==> src/rtl/arcade_input_ctrl.sv <==
// arcade_input_ctrl: merges the PS/2 key stream and four joystick words into
// per-player control vectors, plus debounced start and coin signals.
// Optional macro INPUT_COIN_STRETCH_EN turns each coin press into exactly one
// COIN_CYCLES-long pulse. When the macro is undefined, coin follows the
// debounced level.
module arcade_input_ctrl #(
  parameter int DEBOUNCE_CYCLES = 40000,
  parameter int COIN_CYCLES     = 1600000
) (
  input  logic        clk_sys,
  input  logic        reset,
  input  logic [10:0] ps2_key,
  input  logic [15:0] joy1,
  input  logic [15:0] joy2,
  input  logic [15:0] joy3,
  input  logic [15:0] joy4,
  output logic [5:0]  ctl1,
  output logic [5:0]  ctl2,
  output logic        start1,
  output logic        start2,
  output logic        coin,
  output logic        key_evt
);

  localparam int DW = $clog2(DEBOUNCE_CYCLES + 1);

  // Debounce channel indices.
  localparam int CH_START1 = 0;
  localparam int CH_START2 = 1;
  localparam int CH_COIN   = 2;

  logic       tog_q;
  logic       key_evt_q;
  logic [5:0] p1_q;      // {fireB, fireA, up, down, left, right}
  logic [5:0] p2_q;
  logic       k_start1_q;
  logic       k_start2_q;
  logic       k_coin1_q;
  logic       k_coin2_q;

  logic [5:0] ctl1_q;
  logic [5:0] ctl2_q;
  logic [2:0] raw_q;
  logic [2:0] db_q;
  logic [DW-1:0] cnt_q [3];

  logic       evt;
  logic       pressed;
  logic [7:0] code;
  logic [8:7] joy_any;

  assign evt     = ps2_key[10] != tog_q;
  assign pressed = ps2_key[9];
  assign code    = ps2_key[7:0];
  assign joy_any = joy1[8:7] | joy2[8:7] | joy3[8:7] | joy4[8:7];

  // Event detect and key latches: each PS/2 event writes the latch its code selects.
  always_ff @(posedge clk_sys) begin
    // NOTE: every register here uses <= so all flops sample pre-edge values together.
    if (reset) begin
      // Load the current toggle so no spurious event follows reset.
      tog_q      <= ps2_key[10];
      key_evt_q  <= 1'b0;
      p1_q       <= '0;
      p2_q       <= '0;
      k_start1_q <= 1'b0;
      k_start2_q <= 1'b0;
      k_coin1_q  <= 1'b0;
      k_coin2_q  <= 1'b0;
    end else begin
      tog_q     <= ps2_key[10];
      key_evt_q <= evt;
      if (evt) begin
        case (code)
          8'h74: p1_q[0] <= pressed;
          8'h6B: p1_q[1] <= pressed;
          8'h72: p1_q[2] <= pressed;
          8'h75: p1_q[3] <= pressed;
          8'h14: p1_q[4] <= pressed;
          8'h11: p1_q[5] <= pressed;
          8'h34: p2_q[0] <= pressed;
          8'h23: p2_q[1] <= pressed;
          8'h2B: p2_q[2] <= pressed;
          8'h2D: p2_q[3] <= pressed;
          8'h1C: p2_q[4] <= pressed;
          8'h1B: p2_q[5] <= pressed;
          8'h05, 8'h16: k_start1_q <= pressed;
          8'h06, 8'h1E: k_start2_q <= pressed;
          8'h76, 8'h2E: k_coin1_q  <= pressed;
          8'h36:        k_coin2_q  <= pressed;
          default: ;  // unmapped code: still reported on key_evt, no latch moves
        endcase
      end
    end
  end

  // Merge register: OR key latches with joystick bits; controls go out from here.
  always_ff @(posedge clk_sys) begin
    if (reset) begin
      ctl1_q <= '0;
      ctl2_q <= '0;
      raw_q  <= '0;
    end else begin
      ctl1_q           <= p1_q | joy1[5:0];
      ctl2_q           <= p2_q | joy2[5:0];
      raw_q[CH_START1] <= k_start1_q | joy1[6];
      raw_q[CH_START2] <= k_start2_q | joy_any[7] | joy2[6];
      raw_q[CH_COIN]   <= k_coin1_q | k_coin2_q | joy_any[8];
    end
  end

  // Debounce: state follows raw only after DEBOUNCE_CYCLES consecutive mismatching cycles.
  always_ff @(posedge clk_sys) begin
    if (reset) begin
      db_q <= '0;
      for (int i = 0; i < 3; i++) cnt_q[i] <= '0;
    end else begin
      for (int i = 0; i < 3; i++) begin
        if (raw_q[i] == db_q[i]) begin
          cnt_q[i] <= '0;
        end else if (cnt_q[i] == DW'(DEBOUNCE_CYCLES - 1)) begin
          // This cycle is the DEBOUNCE_CYCLES-th mismatch: accept the new level.
          db_q[i]  <= raw_q[i];
          cnt_q[i] <= '0;
        end else begin
          cnt_q[i] <= cnt_q[i] + 1'b1;
        end
      end
    end
  end

`ifdef INPUT_COIN_STRETCH_EN
  localparam int CW = $clog2(COIN_CYCLES + 1);

  logic          db_coin_prev_q;
  logic          pulse_q;
  logic [CW-1:0] pulse_cnt_q;

  // Coin stretch: a rising debounced edge fires one COIN_CYCLES pulse; edges during it are ignored.
  always_ff @(posedge clk_sys) begin
    if (reset) begin
      db_coin_prev_q <= 1'b0;
      pulse_q        <= 1'b0;
      pulse_cnt_q    <= '0;
    end else begin
      db_coin_prev_q <= db_q[CH_COIN];
      if (pulse_q) begin
        if (pulse_cnt_q == CW'(COIN_CYCLES - 1)) begin
          pulse_q <= 1'b0;
        end else begin
          pulse_cnt_q <= pulse_cnt_q + 1'b1;
        end
      end else if (db_q[CH_COIN] && !db_coin_prev_q) begin
        pulse_q     <= 1'b1;
        pulse_cnt_q <= '0;
      end
    end
  end

  assign coin = pulse_q;
`else
  assign coin = db_q[CH_COIN];
`endif

  assign ctl1    = ctl1_q;
  assign ctl2    = ctl2_q;
  assign start1  = db_q[CH_START1];
  assign start2  = db_q[CH_START2];
  assign key_evt = key_evt_q;

  // Inputs with no function in this core (extended flag, spare joystick bits).
  logic unused_bits;
  assign unused_bits = ^{ps2_key[8], joy1[15:9], joy2[15:9], joy3[15:9], joy4[15:9],
                         joy3[6:0], joy4[6:0], (COIN_CYCLES > 0)};

endmodule

==> config.mk <==
export PLATFORM = sky130hd
export DESIGN_NAME = arcade_input_ctrl
export DESIGN_NICKNAME = d
export VERILOG_FILES = /design/src/rtl/arcade_input_ctrl.sv
export SDC_FILE = /design/constraint.sdc
export NUM_CORES = 1
export LEC_CHECK = 0
export ABC_AREA = 0
export ABC_CLOCK_PERIOD_IN_PS = 2750
export BUFFER_PORTS_ARGS = -buffer_cell sky130_fd_sc_hd__clkbuf_2
export CAP_MARGIN = 5
export CORE_MARGIN = 2
export CORE_UTILIZATION = 54
export DETAILED_ROUTE_END_ITERATION = 16
export GPL_TIMING_DRIVEN = 1
export MAX_ROUTING_LAYER = met4
export PLACE_DENSITY = 0.8
export SETUP_SLACK_MARGIN = 0.15
export SLEW_MARGIN = 40
export SYNTH_ARGS = -nofsm -noshare
export SYNTH_HDL_FRONTEND = slang
export SYNTH_SLANG_ARGS = --single-unit
export TNS_END_PERCENT = 5
==> constraint.sdc <==
create_clock -name clk_sys -period 2.75 [get_ports clk_sys]
set_clock_uncertainty 0.2 [all_clocks]
set_input_delay 0.275 -clock clk_sys [delete_from_list [all_inputs] [get_ports clk_sys]]
set_output_delay 0.275 -clock clk_sys [all_outputs]
set_load 0.01 [all_outputs]
=== Word-level counts from Yosys, hierarchy flattened ===
Memory sizes are Yosys's and may differ from the RTL's.
Index checks and enable logic that the tools add are counted.
W data, S select, Z words.

* Output and inout bits: 16
* Register bits after elaboration: 36
* Logic and storage cells: 142
* Memories: 1
* Memory bits (writable): 48

* Bitwise gates (word level): 22
* Add/subtract/negate cells: 3
* Muxes and demuxes: 44
* Reduce and logical (&&, ||, !) cells: 22
* Eq/ne operators: 26

{| class="wikitable"
|+ Memories
! name !! depth !! width !! read ports !! clocked after memory_dff !! write ports !! RTL line !! text
|-
| cnt_q || 3 || 16 || 3 || 0 || 3 || 45 || <nowiki>logic [DW-1:0] cnt_q [3];</nowiki>
|}

{| class="wikitable"
|+ Operators with widths
! operator !! number
|-
| $mux W16 || 9
|-
| $add A16 B1 Y16 const B || 3
|-
| $eq A16 B16 Y1 const B || 3
|-
| $eq A8 B5 Y1 const B || 6
|-
| $eq A8 B6 Y1 const B || 6
|-
| $eq A8 B7 Y1 const B || 5
|-
| $reduce_and A2 Y1 || 19
|-
| $mux W1 || 35
|-
| $eq A8 B3 Y1 const B || 2
|-
| $or A1 B1 Y1 || 14
|-
| $or A6 B6 Y6 || 2
|-
| $or A2 B2 Y2 || 3
|-
| $reduce_or A2 Y1 || 3
|-
| $eq A1 B1 Y1 || 3
|-
| $not A1 Y1 || 3
|-
| $ne A1 B1 Y1 || 1
|}

=== Depth between registers and ports, before layout ===
* Depth in word-level cells: 7
* Mapped depth: 8

=== Worst setup path after synthesis ===
No wires, ideal clock.

* Kind: flip-flop to flip-flop
* From: mem cnt_q[2][0] (netlist bit)
* To: mem cnt_q[2][13] (netlist bit) (data pin)
* Arrival time: 1.861 ns
* Path buffers: 3
* Period minus slack after synthesis: 2.316 ns
* Stages on the path, launching flop included: 9
* Setup slack: 0.434 ns
* Library setup time: 0.254 ns
* Cells stage by stage: edfxtp_1 > ha_1 > buf_4 > or4b_2 > nor4_2 > or3_1 > buf_4 > buf_6 > nor2_1

{| class="wikitable"
|+ RTL lines
! item !! RTL line
|-
| from (decl) || 45
|}

==> run_results.csv <==
group,metric,value,unit
pwr,ir_drop,0.343,mV
global_routing,grt_busiest_layer,"met2",
global_routing,grtUsageMet1,27.1,%
cells_and_area,fin_util,68.2,%
global_routing,grt_util_all_layers,21.7,%
synthesis,synth_top_flop_cell,"edfxtp_1",
sta,hold_violations,0,
placed_design,dp_hpwl,5.62,mm
clock_tree,root_buffer,"clkbuf_8",
hold_path,hold_path_class,"in2reg",
clock_tree,cts_sinks,84,
flow_run,drv_cap,0,
setup_path,cp.required,2.66,ns
pwr,p_leak,0.00189,uW
synthesis,synth-edff-count,48,
setup_path,crit_chain,"or4b_1 -> nor4_2 -> or3_1 -> buf_4 -> nor2_1",
synthesis,syn_avg_cell_area,10.0,um2
floorplan,io_pins,93,
setup_path,crit_path_end_kind,"flop",
sta,period_needed,2.35,ns
cells_and_area,n_antenna_cell,0,
cells_and_area,drive_gt1_share,14.4,%
floorplan,design.core.area,7290,um2
cells_and_area,final_area,4970,um2
setup_path,crit_type,"reg2reg",
placed_design,placed_area,4580,um2
setup_path,cp_max_fo,16,
global_routing,met2_usage,35.5,%
floorplan,dieArea,8300,um2
synthesis,synth_seq_cells,84,
setup_path,crit_path_start_kind,"flop",
sta,worst_pin_slew,0.573,ns
route,ant_nets,0,
global_routing,grt_pass1_vias,3207,
route,drtIter0Drc,113,
route,wl_per_cell,12.9,um
clock_tree,clock_path_buffers,2,
placed_design,place_inst,592,
pwr,powerDensity,507,nW/um2
route,vias,3212,
sta,relSlewSlack,61.3,%
setup_path,arrival,2.27,ns
global_routing,grt_pass1_wl,14.2,mm
clock_tree,clkTransAtPathRegs,0.08,ns
sta,setup_viol,0,
synthesis,yosysWarnings,0,
cells_and_area,nets,604,
placed_design,io_buffer_count,49,
sta,timing.final.max_slew_violations,0,
synthesis,async_flop_share,0,%
synthesis,ys_types,40,
global_routing,overflow,0,
cells_and_area,instances_no_fill,628,
route,drtPass1Iterations,5,
sta,rsz0062_at_grt,"no",
sta,fmax,425,MHz
cells_and_area,area_growth,21.3,%
clock_tree,ctsHoldBuffers,20,
floorplan,rows,31,
clock_tree,cts_max_level,3,
placed_design,gp_routability_congestion,0.876,
route,routed_wl,8.13,mm
route,drc,0,
floorplan,die_h,91.1,um
clock_tree,numCtsBuffers,9,
clock_tree,cts_setup_buffers,0,
route,via_per_inst,5.11,
pwr,power,2520,uW
clock_tree,clkLatencyLatePin,0.36,ns
global_routing,grtUsageMet3,4.48,%
global_routing,grt_start_max_net_pins,17,
setup_path,slowest_delay,0.57,ns
floorplan,start_util,56.2,%
synthesis,synthCells,409,
sta,tns,0,ns
clock_tree,cts_tree,"done",
sta,fin_crit_sh,85.6,%
clock_tree,cts_resized,0,
floorplan,die_w,91.1,um
synthesis,seq_area_frac_synth,52.7,%
cells_and_area,n_fill_cell,613,
global_routing,antenna_found_initial,0,
setup_path,critPathSlowestCell,"or4b_1",
run_status,status,"completed",
synthesis,synth_area,4100,um2
[where the power goes]
part           internal [uW]  switching [uW]  total (uW)
sequential              1380            48.1        1430
combinational            100             118         219
clock                    425             446         872
total                   1910             613        2520
[final cells by class]
class / instances / area [um2] / share of cell area, %
Multi-Input combinational cell: 345 / 1970 / 39.6
Clock inverter: 5 / 61.3 / 1.23
Timing Repair Buffer: 75 / 490 / 9.87
Inverter: 9 / 33.8 / 0.680
Tap cell: 99 / 124 / 2.49
Sequential cell: 84 / 2160 / 43.5
Clock buffer: 11 / 131 / 2.64
[sequential cells by signal, indices dropped and copies added (netlist names), 3 cells and up]
register  flops
ctl1          6
db_q          3
ctl2          6
raw_q         3
p2_q          6
p1_q          6
cnt_q        48
[metrics by stage]
stage                     setup WS [ns]  hold WS, ns
final                             0.396       0.0237
after global routing              0.258       0.0450
after CTS                         0.388       0.0192
after detailed placement          0.397        0.239
after global placement            0.459        0.243
after floorplan                   0.434        0.103
[per-layer routing]
layer,vias to the layer above,part of all wire (%)
met5,-,0
met2,63,50
met1,1495,44
met4,0,1.9
met3,16,4.1
li1,1638,-
[path summary, 6_finish.rpt]
kind / depth (start not counted) / from / slack (ns) / to
max reg2reg: 5 / cnt_q[0][7]$_SDFFCE_PN0P_ / 0.40 / cnt_q[0][10]$_SDFFCE_PN0P_
min: 3 / ps2_key[9] / 0.02 / k_start1_q$_SDFFE_PP0P_
min reg2reg: 2 / k_coin1_q$_SDFFE_PP0P_ / 0.27 / k_coin1_q$_SDFFE_PP0P_
max: 5 / cnt_q[0][7]$_SDFFCE_PN0P_ / 0.40 / cnt_q[0][10]$_SDFFCE_PN0P_
[cells in the mapped netlist (9+ instances only)]
cell | n | area share [%]
clkbuf_1 | 11 | 1.0
dfxtp_1 | 36 | 18
edfxtp_1 | 48 | 35
inv_1 | 9 | 0.82
mux2i_1 | 9 | 2.2
nand2_1 | 15 | 1.4
nand3_1 | 27 | 3.3
nand4_1 | 27 | 4.1
nor2_1 | 95 | 8.7
nor3_1 | 11 | 1.3
nor4_1 | 11 | 1.7
o21ai_0 | 9 | 1.1
xnor2_1 | 33 | 7.1
xor2_1 | 15 | 3.2
[cell usage in the layout, fill, tap and decap left out, types with 15 or more instances in the layout]
master         instances
nand2_1               15
nand3_1               27
nand4_1               27
clkbuf_2              49
nor2_1                95
edfxtp_1              48
dfxtp_1               36
xor2_1                15
xnor2_1               33
conb_1                48
dlygate4sd3_1         20
[cells by family (layout without fill, tap and decap cells)]
logic type      count (synthesis)  count (layout)  synth area share, %
simple gates                  223             223                 28.4
flops                          84              84                 52.7
xor+xnor                       48              48                 10.3
buf+inv                        27             100                 3.54
compound gates                 14              14                 1.89
mux                             9               9                 2.20
fa+ha+maj                       3               3                0.916
other cells                     1              48               0.0915
[worst max-delay path: cells and delay by family, from the launching register on]
| kind | cells | cell delay, ns |
|---|---|---|
| buf+inv | 1 | 0.20 |
| flops | 1 | 0.48 |
| simple gates | 4 | 1.23 |
(Power assumes the default switching activity.)
